$ cat config.mk
export PLATFORM = sky130hd
export DESIGN_NAME = pcstk_arb_ctl_flat
export DESIGN_NICKNAME = d
export VERILOG_FILES = /design/src/rtl/pcstk_pkg.sv /design/src/rtl/pcstk_arb_ctl_if.sv /design/src/rtl/pcstk_host_if.sv /design/src/rtl/pcstk_arb_ctl.sv /design/src/flat_wrapper.sv
export SDC_FILE = /design/constraint.sdc
export NUM_CORES = 1
export LEC_CHECK = 0
export ABC_AREA = 0
export CAP_MARGIN = 20
export CORE_ASPECT_RATIO = 0.5
export CORE_MARGIN = 4
export CORE_UTILIZATION = 31
export CTS_BUF_LIST = sky130_fd_sc_hd__clkbuf_4 sky130_fd_sc_hd__clkbuf_8
export CTS_CLUSTER_DIAMETER = 80
export CTS_CLUSTER_SIZE = 10
export DETAILED_ROUTE_END_ITERATION = 8
export GPL_TIMING_DRIVEN = 0
export PLACE_DENSITY = 0.81
export SKIP_CTS_REPAIR_TIMING = 1
export SLEW_MARGIN = 0
export SYNTH_ARGS = -nofsm -noshare
export SYNTH_HDL_FRONTEND = slang
export SYNTH_SLANG_ARGS = --single-unit
$ cat constraint.sdc
create_clock -name PCSCLK -period 3.2 [get_ports PCSCLK]
set_input_delay 0.96 -clock PCSCLK [delete_from_list [all_inputs] [get_ports PCSCLK]]
set_output_delay 0.96 -clock PCSCLK [all_outputs]
set_load 0.05 [all_outputs]
$ cat src/rtl/pcstk_pkg.sv
// ---------------------------------------------------------------------------
// pcstk_pkg
//   Shared constants and enums for the PSQ PC-stack arbiter slice.
//   AW    : PC / stack entry width
//   DEPTH : number of stack entries
//   DW    : depth counter width (holds 0..DEPTH inclusive)
//   host_state_e : host access FSM states
//   grant_e      : which requester owns the stack port this cycle
// ---------------------------------------------------------------------------
package pcstk_pkg;
  localparam int AW    = 14;
  localparam int DEPTH = 16;
  localparam int DW    = $clog2(DEPTH) + 1;

  typedef enum logic [1:0] {H_IDLE, H_WAIT, H_ACK} host_state_e;
  typedef enum logic [1:0] {G_NONE, G_IRQ, G_SEQ, G_HOST} grant_e;
endpackage

$ cat src/rtl/pcstk_arb_ctl_if.sv
// ---------------------------------------------------------------------------
// pcstk_arb_ctl_if
//   Host/debug register-port handshake into the PC-stack arbiter.
//   host_req   : request, held by the host until host_ack
//   host_wr    : 1 = push host_wdata, 0 = pop into host_rdata
//   host_wdata : push data
//   host_ack   : 1-cycle completion pulse
//   host_rdata : popped value, valid from host_ack until the next host pop
//   modport master : host side;  modport slave : arbiter side
// ---------------------------------------------------------------------------
interface pcstk_arb_ctl_if;
  import pcstk_pkg::*;

  logic          host_req;
  logic          host_wr;
  logic [AW-1:0] host_wdata;
  logic          host_ack;
  logic [AW-1:0] host_rdata;

  modport master (output host_req, host_wr, host_wdata,
                  input  host_ack, host_rdata);
  modport slave  (input  host_req, host_wr, host_wdata,
                  output host_ack, host_rdata);
endinterface

$ cat src/rtl/pcstk_host_if.sv
// ---------------------------------------------------------------------------
// pcstk_host_if
//   Host access sequencer: latches a host request, waits for the arbiter to
//   grant it, captures TopPC on a granted pop and pulses host_ack.
//   PCSCLK     in  clock
//   T_RST      in  asynchronous active-high reset
//   host_req   in  host request level
//   host_wr    in  1 = push, 0 = pop
//   TopPC      in  current top of stack (captured on the pop edge)
//   host_gnt   in  arbiter grants the stack to the host this cycle
//   host_pend  out host access waiting for a grant
//   host_ack   out 1-cycle completion pulse
//   host_rdata out popped value
// ---------------------------------------------------------------------------
module pcstk_host_if
  import pcstk_pkg::*;
(
  input  logic          PCSCLK,
  input  logic          T_RST,
  input  logic          host_req,
  input  logic          host_wr,
  input  logic [AW-1:0] TopPC,
  input  logic          host_gnt,
  output logic          host_pend,
  output logic          host_ack,
  output logic [AW-1:0] host_rdata
);

  host_state_e   state_q, state_d;
  logic [AW-1:0] rdata_q, rdata_d;

  always_comb begin
    state_d = state_q;
    rdata_d = rdata_q;
    unique case (state_q)
      H_IDLE: if (host_req) state_d = H_WAIT;
      H_WAIT: begin
        if (host_gnt) begin
          state_d = H_ACK;
          // The stack pops on this same edge, so TopPC is still the old top.
          if (!host_wr) rdata_d = TopPC;
        end
      end
      H_ACK:  state_d = H_IDLE;
      default: state_d = H_IDLE;
    endcase
  end

  always_ff @(posedge PCSCLK or posedge T_RST) begin
    if (T_RST) begin
      state_q <= H_IDLE;
      rdata_q <= '0;
    end else begin
      state_q <= state_d;
      rdata_q <= rdata_d;
    end
  end

  assign host_pend  = (state_q == H_WAIT);
  assign host_ack   = (state_q == H_ACK);
  assign host_rdata = rdata_q;

endmodule

$ cat src/rtl/pcstk_arb_ctl.sv
// ---------------------------------------------------------------------------
// pcstk_arb_ctl
//   Arbitrates the 16x14 PSQ PC stack between interrupt entry/RTI, the
//   program sequencer and the host port. One stack operation per cycle,
//   fixed priority irq > seq > host, grant path combinational.
//   Tracks depth and raises sticky overflow/underflow flags.
//
//   Optional build macro PCSTK_OVF_IRQ_EN adds output ovf_irq: a 1-cycle
//   pulse on each rising edge of (stk_ovf | stk_unf).
//
//   Ports:
//   PCSCLK, T_RST          clock, asynchronous active-high reset
//   irq_push/irq_pop/irq_pc interrupt entry push / RTI pop
//   seq_push/seq_pop/seq_pc sequencer requests (level), seq_stall out
//   hbus (slave)           host request/ack handshake
//   err_clr                clears stk_ovf/stk_unf (a same-cycle set wins)
//   PC_full/PC_empty/TopPC stack status
//   PushPC_EN/PopPC_EN/PCin stack strobes and push data
//   PCS_CKenb              1 = stack clock disabled (no op this cycle)
//   stk_depth/stk_ovf/stk_unf depth and sticky error flags
// ---------------------------------------------------------------------------
module pcstk_arb_ctl
  import pcstk_pkg::*;
(
  input  logic          PCSCLK,
  input  logic          T_RST,
  input  logic          irq_push,
  input  logic          irq_pop,
  input  logic [AW-1:0] irq_pc,
  input  logic          seq_push,
  input  logic          seq_pop,
  input  logic [AW-1:0] seq_pc,
  output logic          seq_stall,
  pcstk_arb_ctl_if.slave hbus,
  input  logic          err_clr,
  input  logic          PC_full,
  input  logic          PC_empty,
  input  logic [AW-1:0] TopPC,
  output logic          PushPC_EN,
  output logic          PopPC_EN,
  output logic [AW-1:0] PCin,
  output logic          PCS_CKenb,
  output logic [DW-1:0] stk_depth,
  output logic          stk_ovf,
  output logic          stk_unf
`ifdef PCSTK_OVF_IRQ_EN
  ,
  output logic          ovf_irq
`endif
);

  localparam logic [DW-1:0] DEPTH_MAX = DW'(DEPTH);

  grant_e        gnt;
  logic          irq_any, seq_any, seq_one;
  logic          push_en, pop_en, host_gnt, host_pend, irq_both;
  logic [AW-1:0] pc_mux;
  logic          host_ack_w;
  logic [AW-1:0] host_rdata_w;

  logic [DW-1:0] depth_q, depth_d;
  logic          ovf_q, ovf_d, unf_q, unf_d;

  assign irq_any = irq_push | irq_pop;
  assign seq_any = seq_push | seq_pop;
  assign seq_one = seq_push ^ seq_pop;

  // Winner selection. A simultaneous seq push+pop still occupies the
  // sequencer slot but is a no-op: nothing is granted that cycle, so the
  // host does not slip in underneath it.
  always_comb begin
    gnt = G_NONE;
    if (!T_RST) begin
      if (irq_any)        gnt = G_IRQ;
      else if (seq_any)   gnt = seq_one ? G_SEQ : G_NONE;
      else if (host_pend) gnt = G_HOST;
    end
  end

  always_comb begin
    push_en  = 1'b0;
    pop_en   = 1'b0;
    pc_mux   = '0;
    host_gnt = 1'b0;
    unique case (gnt)
      G_IRQ: begin
        // Push wins over a same-cycle RTI; the lost pop is flagged below.
        push_en = irq_push;
        pop_en  = irq_pop & ~irq_push;
        if (irq_push) pc_mux = irq_pc;
      end
      G_SEQ: begin
        push_en = seq_push;
        pop_en  = seq_pop;
        if (seq_push) pc_mux = seq_pc;
      end
      G_HOST: begin
        host_gnt = 1'b1;
        push_en  = hbus.host_wr;
        pop_en   = ~hbus.host_wr;
        if (hbus.host_wr) pc_mux = hbus.host_wdata;
      end
      default: ;
    endcase
  end

  assign irq_both  = ~T_RST & irq_push & irq_pop;
  assign seq_stall = ~T_RST & seq_one & irq_any;

  assign PushPC_EN = push_en;
  assign PopPC_EN  = pop_en;
  assign PCin      = pc_mux;
  assign PCS_CKenb = ~(push_en | pop_en);

  // Depth tracks only operations the stack actually performs; a strobe
  // into a full/empty stack is ignored there and flagged here instead.
  always_comb begin
    depth_d = depth_q;
    ovf_d   = ovf_q;
    unf_d   = unf_q;
    if (push_en && !PC_full && depth_q != DEPTH_MAX) depth_d = depth_q + DW'(1);
    else if (pop_en && !PC_empty && depth_q != '0)   depth_d = depth_q - DW'(1);

    if (push_en && PC_full)                  ovf_d = 1'b1;
    else if (err_clr)                        ovf_d = 1'b0;

    if ((pop_en && PC_empty) || irq_both)    unf_d = 1'b1;
    else if (err_clr)                        unf_d = 1'b0;
  end

  always_ff @(posedge PCSCLK or posedge T_RST) begin
    if (T_RST) begin
      depth_q <= '0;
      ovf_q   <= 1'b0;
      unf_q   <= 1'b0;
    end else begin
      depth_q <= depth_d;
      ovf_q   <= ovf_d;
      unf_q   <= unf_d;
    end
  end

  assign stk_depth = depth_q;
  assign stk_ovf   = ovf_q;
  assign stk_unf   = unf_q;

`ifdef PCSTK_OVF_IRQ_EN
  logic ovf_irq_q, ovf_irq_d;

  // Fires in the same cycle the combined error flag first becomes visible.
  always_comb begin
    ovf_irq_d = (ovf_d | unf_d) & ~(ovf_q | unf_q);
  end

  always_ff @(posedge PCSCLK or posedge T_RST) begin
    if (T_RST) ovf_irq_q <= 1'b0;
    else       ovf_irq_q <= ovf_irq_d;
  end

  assign ovf_irq = ovf_irq_q;
`endif

  pcstk_host_if u_host (
    .PCSCLK     (PCSCLK),
    .T_RST      (T_RST),
    .host_req   (hbus.host_req),
    .host_wr    (hbus.host_wr),
    .TopPC      (TopPC),
    .host_gnt   (host_gnt),
    .host_pend  (host_pend),
    .host_ack   (host_ack_w),
    .host_rdata (host_rdata_w)
  );

  assign hbus.host_ack   = host_ack_w;
  assign hbus.host_rdata = host_rdata_w;

endmodule

$ cat src/flat_wrapper.sv
// flat-port wrapper written by rule: the top's interface ports become plain ports
module pcstk_arb_ctl_flat import pcstk_pkg::*;
  (PCSCLK, T_RST, irq_push, irq_pop, irq_pc, seq_push, seq_pop, seq_pc, seq_stall, err_clr, PC_full, PC_empty, TopPC, PushPC_EN, PopPC_EN, PCin, PCS_CKenb, stk_depth, stk_ovf, stk_unf, hbus_host_req, hbus_host_wr, hbus_host_wdata, hbus_host_ack, hbus_host_rdata);
  pcstk_arb_ctl_if hbus_i ();
  input  logic PCSCLK;
  input  logic T_RST;
  input  logic irq_push;
  input  logic irq_pop;
  input  logic [AW-1:0] irq_pc;
  input  logic seq_push;
  input  logic seq_pop;
  input  logic [AW-1:0] seq_pc;
  output logic seq_stall;
  input  logic err_clr;
  input  logic PC_full;
  input  logic PC_empty;
  input  logic [AW-1:0] TopPC;
  output logic PushPC_EN;
  output logic PopPC_EN;
  output logic [AW-1:0] PCin;
  output logic PCS_CKenb;
  output logic [DW-1:0] stk_depth;
  output logic stk_ovf;
  output logic stk_unf;
  input wire logic [$bits(hbus_i.host_req)-1:0] hbus_host_req;
  input wire logic [$bits(hbus_i.host_wr)-1:0] hbus_host_wr;
  input wire logic [$bits(hbus_i.host_wdata)-1:0] hbus_host_wdata;
  output wire logic [$bits(hbus_i.host_ack)-1:0] hbus_host_ack;
  output wire logic [$bits(hbus_i.host_rdata)-1:0] hbus_host_rdata;
  assign hbus_i.host_req = hbus_host_req;
  assign hbus_i.host_wr = hbus_host_wr;
  assign hbus_i.host_wdata = hbus_host_wdata;
  assign hbus_host_ack = hbus_i.host_ack;
  assign hbus_host_rdata = hbus_i.host_rdata;
  pcstk_arb_ctl u_core (.PCSCLK(PCSCLK), .T_RST(T_RST), .irq_push(irq_push), .irq_pop(irq_pop), .irq_pc(irq_pc), .seq_push(seq_push), .seq_pop(seq_pop), .seq_pc(seq_pc), .seq_stall(seq_stall), .hbus(hbus_i), .err_clr(err_clr), .PC_full(PC_full), .PC_empty(PC_empty), .TopPC(TopPC), .PushPC_EN(PushPC_EN), .PopPC_EN(PopPC_EN), .PCin(PCin), .PCS_CKenb(PCS_CKenb), .stk_depth(stk_depth), .stk_ovf(stk_ovf), .stk_unf(stk_unf));
endmodule
Word level (Yosys, flattened, before mapping)
Index checks and enable logic that the tools add are counted.

cells by class
  shift operators = 0
  add/subtract/negate cells = 2
  equal/unequal tests = 8
  multipliers = 0
  div/mod/pow operators = 0
  muxes and demuxes = 20
  reduce and logical (&&, ||, !) cells = 16
  order comparisons = 0
  bitwise gates (word level) = 13

operators by type and width
  operator                                                                 number
  14-bit two-way mux                                                       3
  14-bit case mux with 3 select lines                                      1
  2-bit two-way mux                                                        7
  5-bit two-way mux                                                        2
  2-bit equality test, second input constant                               3
  1-bit logical AND                                                        6
  1-bit case mux with 3 select lines                                       2
  2-bit nonzero test                                                       3
  5-bit by 1-bit adder with 5-bit output, second input constant            1
  1-bit bitwise AND                                                        5
  5-bit inequality test, second input constant                             1
  5-bit nonzero test                                                       1
  5-bit by 1-bit subtractor with 5-bit output, second input constant       1
  2-bit by 1-bit equality test with 1-bit output, second input constant    2
  1-bit two-way mux                                                        4
  1-bit NOT                                                                4
  2-bit case mux with 2 select lines                                       1
  1-bit OR                                                                 3
  3-bit AND reduction                                                      1
  1-bit zero test                                                          2
  2-bit zero test                                                          1
  2-bit by 1-bit inequality test with 1-bit output, second input constant  1
  2-bit inequality test, second input constant                             1
  2-bit AND reduction                                                      1
  2 further kinds                                                          2

word-level totals
  bits in writable memories = 0
  flip-flop bits (word level) = 23
  latch bits = 0
  word-level logic and storage cells = 64
  output and inout bits = 40
  bits of input ports = 67
  memories kept = 0
  ROM bits = 0

Depth between registers and ports, before layout
Gate-level depths: netlist (run 1).

  depth in word-level cells = 11
  mapped depth = 11
  mapped depth without buffers = 11

Cells and area by module
Synthesis (run 1) repeated with hierarchy kept, for this count alone.

second synthesis, totals
  cell total of the unflattened synthesis = 134
  area total of the unflattened synthesis = 1,477.7 µm²

modules (own cells, without submodules)
  module         times used  cells each  area each (µm²)  seq. area each (µm²)
  pcstk_arb_ctl  1           95          808.3            175.2
  pcstk_host_if  1           39          669.4            400.4

Least setup slack after synthesis (run 1)
No wires, ideal clock.

  path type = in2out
  from = input seq_push
  to = output PCS_CKenb
  arrival = 2,601 ps
  required time = 2,240 ps
  cell stages on the path = 5
  setup slack = -361 ps
  path through = inv_1 -> ha_1 -> nand4bb_1 -> a21oi_1 -> nor3_1

on the way
  longest elaborated chain between the ends = 9
  elaborated cells on any way between the ends = 13
  classes of those cells = eq/ne (3); mux (6); bitwise (4)

ends and longest elaborated chain
  item                                                                                          RTL line              RTL
  from (decl)                                                                                   flat_wrapper.sv:10    input logic seq_push;
  1-bit XOR                                                                                     pcstk_arb_ctl.sv:66   assign seq_one = seq_push ^ seq_pop;
  2-bit two-way mux (2 in series)                                                               pcstk_arb_ctl.sv:75   else if (seq_any) gnt = seq_one ? G_SEQ : G_NONE;
  2-bit two-way mux                                                                             pcstk_arb_ctl.sv:74   if (irq_any) gnt = G_IRQ;
  2-bit two-way mux                                                                             pcstk_arb_ctl.sv:73   if (!T_RST) begin
  2-bit equality test / 2-bit by 1-bit equality test with 1-bit output (equally long branches)  pcstk_arb_ctl.sv:85   unique case (gnt)
  1-bit case mux with 3 select lines                                                            pcstk_arb_ctl.sv:85
  1-bit OR (*)                                                                                  pcstk_arb_ctl.sv:113  assign PCS_CKenb = ~(push_en | pop_en);
  1-bit NOT (*)                                                                                 pcstk_arb_ctl.sv:113
  to (decl)                                                                                     flat_wrapper.sv:21    output logic PCS_CKenb;

Mark *: on every way between the ends. The rest lies on a longest branch, timed or not.

Worst setup path after layout (run 1)
  from = input seq_push
  to = output PCin[12]

on the way
  longest elaborated chain between the ends = 7
  elaborated cells on any way between the ends = 11
  classes of those cells = eq/ne (3); mux (6); bitwise (2)

ends and longest elaborated chain
  item                                                                                          RTL line             RTL
  1-bit XOR                                                                                     pcstk_arb_ctl.sv:66
  2-bit two-way mux (2 in series)                                                               pcstk_arb_ctl.sv:75
  2-bit two-way mux                                                                             pcstk_arb_ctl.sv:74
  2-bit two-way mux                                                                             pcstk_arb_ctl.sv:73
  2-bit equality test / 2-bit by 1-bit equality test with 1-bit output (equally long branches)  pcstk_arb_ctl.sv:85
  14-bit case mux with 3 select lines (*)                                                       pcstk_arb_ctl.sv:85
  to (decl)                                                                                     flat_wrapper.sv:20   output logic [AW-1:0] PCin;

Marked as above.

==> qor.csv, run 1 <==
metric,value,unit
count of endpoints failing setup in the final report,15,
Crit Reg-Reg Endpoint,u_core.stk_depth[4]$_DFFE_PP0P_,
crit end category,primary output,
Detail Placement HPWL,3760,um
Period minus WS final,3.37,ns
initial core utilization,33.9,%
Die Ht,55.5,um
diodes inserted,0,
H-tree depth,1,
worst hold slack,0.475,ns
CTS sink cnt,23,
TritonRoute pass-1 iters,5,
Final ANT Viol Nets,0,
max-slew violation count,0,
I/O Buffers,104,
synth warn,0,
CP Data Arrival Time,2.41,ns
commonest cells in the netlist,"dfrtp_1 (23), inv_1 (21), a222oi_1 (14), mux2_2 (14), a21oi_1 (5)",
Max-Cap Viols,0,
Worst path max stage delay,0.40,ns
CP Max Fanout,10,
worst-margin pin slew,0.570,ns
leading area contributor after synthesis,dfrtp_1,
Core ar.,4120,um2
worst flop-to-flop path startpoint,u_core.u_host.state_q[1]$_DFFE_PP0P_,
total die area,5720,um2
Hold Crit Class,reg2reg,
global placement routability congestion,0.778,
share of post-route cells with drive strength above 1,34.7,%
vias in the first global route,1482,
CTS root buf,clkbuf_8,
Synth Net Count,194,
Final Cycle Share,105,%
number of synthesized register bits,23,
die width,103,um
power density over the cells,530,nW/um2
failing checks,negative setup slack,
Final #Nets,312,
Synth cell types,33,
Top Ports,107,
critical path launch point type,primary input,
post-synthesis sequential area ratio,41.1,%
Hold Path Sink,u_core.u_host.state_q[0]$_DFFE_PP0P_,
most common cell in the netlist,dfrtp_1,
global route total overflow,0,
hold path depth,1,
Worst Reg-to-Reg Cells,10,
CP top delay family,buffers and inverters,
Worst EP required,2.24,ns
Post-Syn Area,1400,um2
syn avg cell area,11.5,um2
buffers plus inverters on the worst setup path,5,
setup ws final,-0.171,ns
Rows,16,
Synth top area share,41.1,%
first-pass GRT wire length,7240,um
RSZ-0062 raised after global routing,true,
vias after detailed routing,1487,
Num CTS Buffers,3,
largest net degree at the start of global routing,25,
Clock Pin Slew Worst Setup and Hold Paths,0.08,ns
Max IR drop VDD,0.000251,V
flop-to-flop setup slack,0.57,ns
Crit Path Category,in2out,
leakage,1.29,nW
post-layout util,68.1,%
DRC viols,0,
Clock Skews,0.00294,ns
initial antenna violation count,0,
DRT iter0 DRCs,150,
CP max stage cell,a222oi_1,
GRT Overall Usage,15.9,%
clock buffer depth,2,
Worst slew margin,61.8,%
async set or reset register ratio after synthesis,100,%
CTS tree,built,
prevailing post-synth register cell,dfrtp_1,
DRT Wirelength,4920,um
Post-synth EDFFs,0,
hold_sp,u_core.u_host.state_q[1]$_DFFE_PP0P_,
final hold violations,0,
largest cells by area after synthesis,"dfrtp_1 (41%), mux2_2 (11%), a222oi_1 (10%), inv_1 (5.6%), ha_1 (3.6%)",
Clock Latency Late Sink,0.26,ns
Area Growth Syn to Fin,101,%
"most used cell, CP",buf_8,
status,finished with violations,
routed len/inst,16.8,um
cells along the critical path,buf_8 > clkinv_4 > ha_4 > nand4bb_1 > nor3_4 > buf_4 > a222oi_1 > inv_2 > buf_8,
Via density,5.08,
fmax,0.297,GHz
Cells after Synth,122,
[metal layers]
layer	GRT usage (%)	vias up	part of all wire, %	wire (um)
met5	0	-	0	0
met4	3.32	0	1.0	51
met3	3.02	4	5.8	284
met2	31.4	57	58	2850
met1	17.3	735	35	1730
li1	-	691	-	-
[placed cells by master (no fill, tap or decap), drive strengths merged, types with 2 or more instances in the layout]
| master | Yosys | layout |
|---|---|---|
| a21o | 2 | 2 |
| a21oi | 5 | 5 |
| a222oi | 14 | 14 |
| buf | 2 | 29 |
| clkbuf | 4 | 7 |
| clkdlybuf4s50 | 0 | 82 |
| clkinv | 0 | 2 |
| clkinvlp | 0 | 2 |
| dfrtp | 23 | 23 |
| dlymetal6s2s | 0 | 3 |
| ha | 4 | 4 |
| inv | 21 | 19 |
| mux2 | 17 | 17 |
| nand4bb | 2 | 2 |
| nor2 | 2 | 2 |
| nor2b | 2 | 2 |
| nor3 | 4 | 4 |
| nor4 | 2 | 2 |
| o21ai | 2 | 2 |
| or2 | 2 | 2 |
| xnor2 | 3 | 3 |
[logic make-up after synthesis]
| family | after synthesis | synth area share [%] |
|---|---|---|
| mux | 18 | 15.2 |
| compound gates | 28 | 17.7 |
| flops | 23 | 41.1 |
| buf+inv | 27 | 7.42 |
| fa+ha+maj | 5 | 5.01 |
| simple gates | 17 | 11.0 |
| xor+xnor | 4 | 2.50 |
[metrics by stage]
| stage | std cells | setup TNS [ns] | cell area [um2] | setup WS, ns | power [mW] |
|---|---|---|---|---|---|
| 2_1_floorplan | 122 | -0.0953 | 1450 | -0.00953 | 0.955 |
| 3_3_place_gp | 280 | -26.81 | 2560 | -1.56 | 1.23 |
| 3_5_place_dp | 280 | -27.44 | 2560 | -1.59 | 1.26 |
| 4_1_cts | 284 | -26.51 | 2600 | -1.60 | 1.44 |
| 5_1_grt | 293 | -2.86 | 2810 | -0.237 | 1.57 |
| 6_report | 293 | -1.82 | 2810 | -0.171 | 1.49 |
[registers in the layout, indices dropped and copies added (netlist names)]
signal and count:
u_core.stk_unf 1, u_core.stk_ovf 1, u_core.stk_depth 5, u_core.u_host.host_rdata 14
u_core.u_host.state_q 2
[worst max-delay path by stage]
| stage | endpoint | slack [ns] | start | depth (start not counted) |
|---|---|---|---|---|
| after detailed placement | PCin[12] | -1.59 | seq_pop | 9 |
| after CTS | PCin[12] | -1.60 | seq_pop | 9 |
| after global routing | PCin[12] | -0.24 | seq_push | 9 |
| final | PCin[12] | -0.17 | seq_push | 9 |
| after global placement | PCin[6] | -1.56 | seq_pop | 9 |
| after floorplan | PCin[0] | -0.01 | seq_pop | 7 |
[where the power goes]
| group | total (mW) | switching, mW | leakage, nW | internal, mW |
|---|---|---|---|---|
| clock | 0.175 | 0.0886 | 0.0255 | 0.0868 |
| combinational | 0.885 | 0.488 | 0.971 | 0.397 |
| sequential | 0.429 | 0.0668 | 0.288 | 0.362 |
[worst register-to-register path, cell delays in order, from the launching register on]
cell and delay, ns:
dfrtp_1 0.40, nand4bb_4 0.23, nor4b_4 0.43, buf_4 0.21, o21ai_4 0.11, fa_2 0.39
a21o_1 0.18, a21oi_2 0.18, o211ai_1 0.12, mux2i_1 0.19, xnor2_1 0.13
[cell type report]
type,count,area [um2]
fill,304,1310
timing repair buffer,112,1180
multi-input combinational,72,795
sequential,23,576
inverter,21,100
tap,54,67.6
clock buffer,3,41.3
buffer,6,41.3
clock inverter,1,5.00
timing repair inverter,1,5.00
(Power assumes the default switching activity.)
==> run 2: changes to the inputs <==
==> constraint.sdc (replaced) <==
create_clock -name PCSCLK -period 2.96 [get_ports PCSCLK]
set_input_delay 0.888 -clock PCSCLK [delete_from_list [all_inputs] [get_ports PCSCLK]]
set_output_delay 0.888 -clock PCSCLK [all_outputs]
set_load 0.05 [all_outputs]
==> qor.csv, run 2 (synthesis results as in run 1) <==
metric,value,unit,change
setup ws final,-0.333,ns,-0.163 ns
CTS root buf,clkbuf_8,,
Area Growth Syn to Fin,107,%,
switching power total,714,uW,+11%
vias in the first global route,1436,,-3.1%
initial core utilization,33.9,%,unchanged
Crit Path Category,in2out,,
Worst Reg-to-Reg Cells,11,,+1
routed len/inst,17.9,um,+6.8%
hold path depth,1,,unchanged
GRT Overall Usage,15.5,%,-0.38 points
clock buffer depth,2,,unchanged
Die Ht,55.5,um,unchanged
CP max stage cell,nor4b_4,,
Clk network pwr share,11.6,%,-0.2 points
DRC viols,0,,unchanged
worst-margin pin slew,0.532,ns,-0.0388 ns
Worst EP required,2.07,ns,-0.17 ns
Clock Latency Late Sink,0.26,ns,about the same
Final Power,1.65,mW,+11%
Final Cycle Share,111,%,
diodes inserted,0,,unchanged
final hold violations,0,,unchanged
max FFs per register,14,,unchanged
CP Max Fanout,7,,-3
die width,103,um,unchanged
vias after detailed routing,1542,,+3.7%
count of endpoints failing setup in the final report,19,,+4
Num CTS Buffers,3,,unchanged
Placed Area,2560,um2,+0.24%
DRT Wirelength,5400,um,+9.7%
share of post-route cells with drive strength above 1,39.3,%,+4.5 points
CP Data Arrival Time,2.41,ns,about the same
I/O Buffers,104,,unchanged
RSZ-0062 raised after global routing,true,,
Clock Pin Slew Worst Setup and Hold Paths,0.08,ns,about the same
fmax,0.304,GHz,
H-tree depth,1,,unchanged
dpl cells,280,,unchanged
crit end category,primary output,,
first-pass GRT wire length,7220,um,-0.29%
leakage,1.32,nW,+2.9%
Flop pwr share,28.2,%,-0.6 points
power density over the cells,569,nW/um2,+7.3%
cells along the critical path,buf_6 > clkinv_4 > ha_4 > nand4bb_4 > nor4b_4 > clkbuf_8 > a222oi_1 > inv_2 > buf_8,,
Final #Nets,320,,+2.6%
status,finished with violations,,
critical path launch point type,primary input,,
post-route cell area,2900,um2,+3.2%
Rows,16,,unchanged
Final ANT Viol Nets,0,,unchanged
CTS tree,built,,
Max IR drop VDD,0.000291,V,+16%
initial antenna violation count,0,,unchanged
Hold Crit Class,reg2reg,,
worst flop-to-flop path startpoint,u_core.u_host.state_q[1]$_DFFE_PP0P_,,
Internal,936,uW,+11%
Hold Path Sink,u_core.u_host.state_q[0]$_DFFE_PP0P_,,
failing checks,negative setup slack,,
"non-filler cells, final",301,,+2.7%
Max-Cap Viols,0,,unchanged
CTS sink cnt,23,,unchanged
Via density,5.12,,+0.94%
global placement routability congestion,0.750,,-3.6%
Crit Reg-Reg Endpoint,u_core.stk_depth[4]$_DFFE_PP0P_,,
FF/Latch Area,576,um2,unchanged
worst hold slack,0.486,ns,+0.0116 ns
Detail Placement HPWL,3810,um,+1.5%
total die area,5720,um2,unchanged
"commonest non-fill, non-tap cell in the layout",clkdlybuf4s50_1,,
DRT iter0 DRCs,86,,-43%
TritonRoute pass-1 iters,5,,unchanged
global route total overflow,0,,unchanged
Period minus WS final,3.29,ns,
Worst path max stage delay,0.48,ns,+0.08 ns
hold_sp,u_core.u_host.state_q[1]$_DFFE_PP0P_,,
Comb power frac,60.2,%,+0.8 points
flop-to-flop setup slack,0.11,ns,-0.46 ns
most frequent cells in the layout,"clkdlybuf4s50_1 (82), dfrtp_1 (23), buf_8 (16)",,
Top Ports,107,,unchanged
Worst slew margin,64.4,%,+2.6 points
Layout fillers,282,,-7.2%
max-slew violation count,0,,unchanged
post-place setup slack,-1.69,ns,-0.0953 ns
Switching Share,43.3,%,+0.044 points
Clock Skews,0.00526,ns,+0.00232 ns
footprint of the multi-input gates,803,um2,+1.1%
Core ar.,4120,um2,unchanged
largest net degree at the start of global routing,25,,unchanged
run 2: cell count changes in the layout (fill, tap and decap cells not counted), moves of 2 or more:
cell   change
inv_2      +4
buf_4      +5
buf_6      -2
inv_1      -4
buf_8      +4
run 2: how the worst max path moves through the flow:
stage | depth (start not counted) | from | end | slack, ns
detailed placement | 9 | seq_pop | PCin[6] | -1.69
CTS | 9 | seq_pop | PCin[7] | -1.69
global route | 9 | seq_push | PCin[10] | -0.43
global placement | 9 | seq_pop | PCin[10] | -1.63
floorplan | 7 | seq_pop | PCin[0] | -0.10
finish | 9 | seq_push | PCin[10] | -0.33
run 2: metal layers:
metal	vias to the layer above	global-route usage, %	part of all wire [%]
met5	-	0	0
met2	71	29.7	54
li1	707	-	-
met4	0	2.77	1.6
met3	8	2.39	5.9
met1	756	18.2	38
run 2: layout make-up:
type | count | area share [%]
buffer | 6 | 1.42
clock buffer | 3 | 1.42
clock inverter | 1 | 0.172
inverter | 21 | 3.45
multi-input combinational | 72 | 27.7
sequential | 23 | 19.8
tap | 54 | 2.33
timing repair buffer | 120 | 43.5
timing repair inverter | 1 | 0.172
run 2: through the flow:
step	utilization (%)	TNS (ns)
after detailed placement	62.2	-31.52
after global routing	70.4	-6.49
final	70.4	-4.79
after floorplan	-	-1.02
after CTS	63.3	-28.79
after global placement	62.2	-30.04
run 2: worst max-delay path: cells and delay by family:
kind / cells / cell delay [ns]
buffers and inverters: 5 / 0.61
AO/OA/AOI/OAI: 1 / 0.12
AND/OR/NAND/NOR: 2 / 0.63
adder cells (fa/ha/maj): 1 / 0.14
run 2: power groups by stage:
stage	clock, mW	sequential, mW	combinational, mW
4_1_cts	0.192	0.462	0.894
2_1_floorplan	0	0.723	0.313
5_1_grt	0.208	0.480	1.05
3_3_place_gp	0	0.463	0.879
6_report	0.191	0.466	0.993
3_5_place_dp	0	0.467	0.894
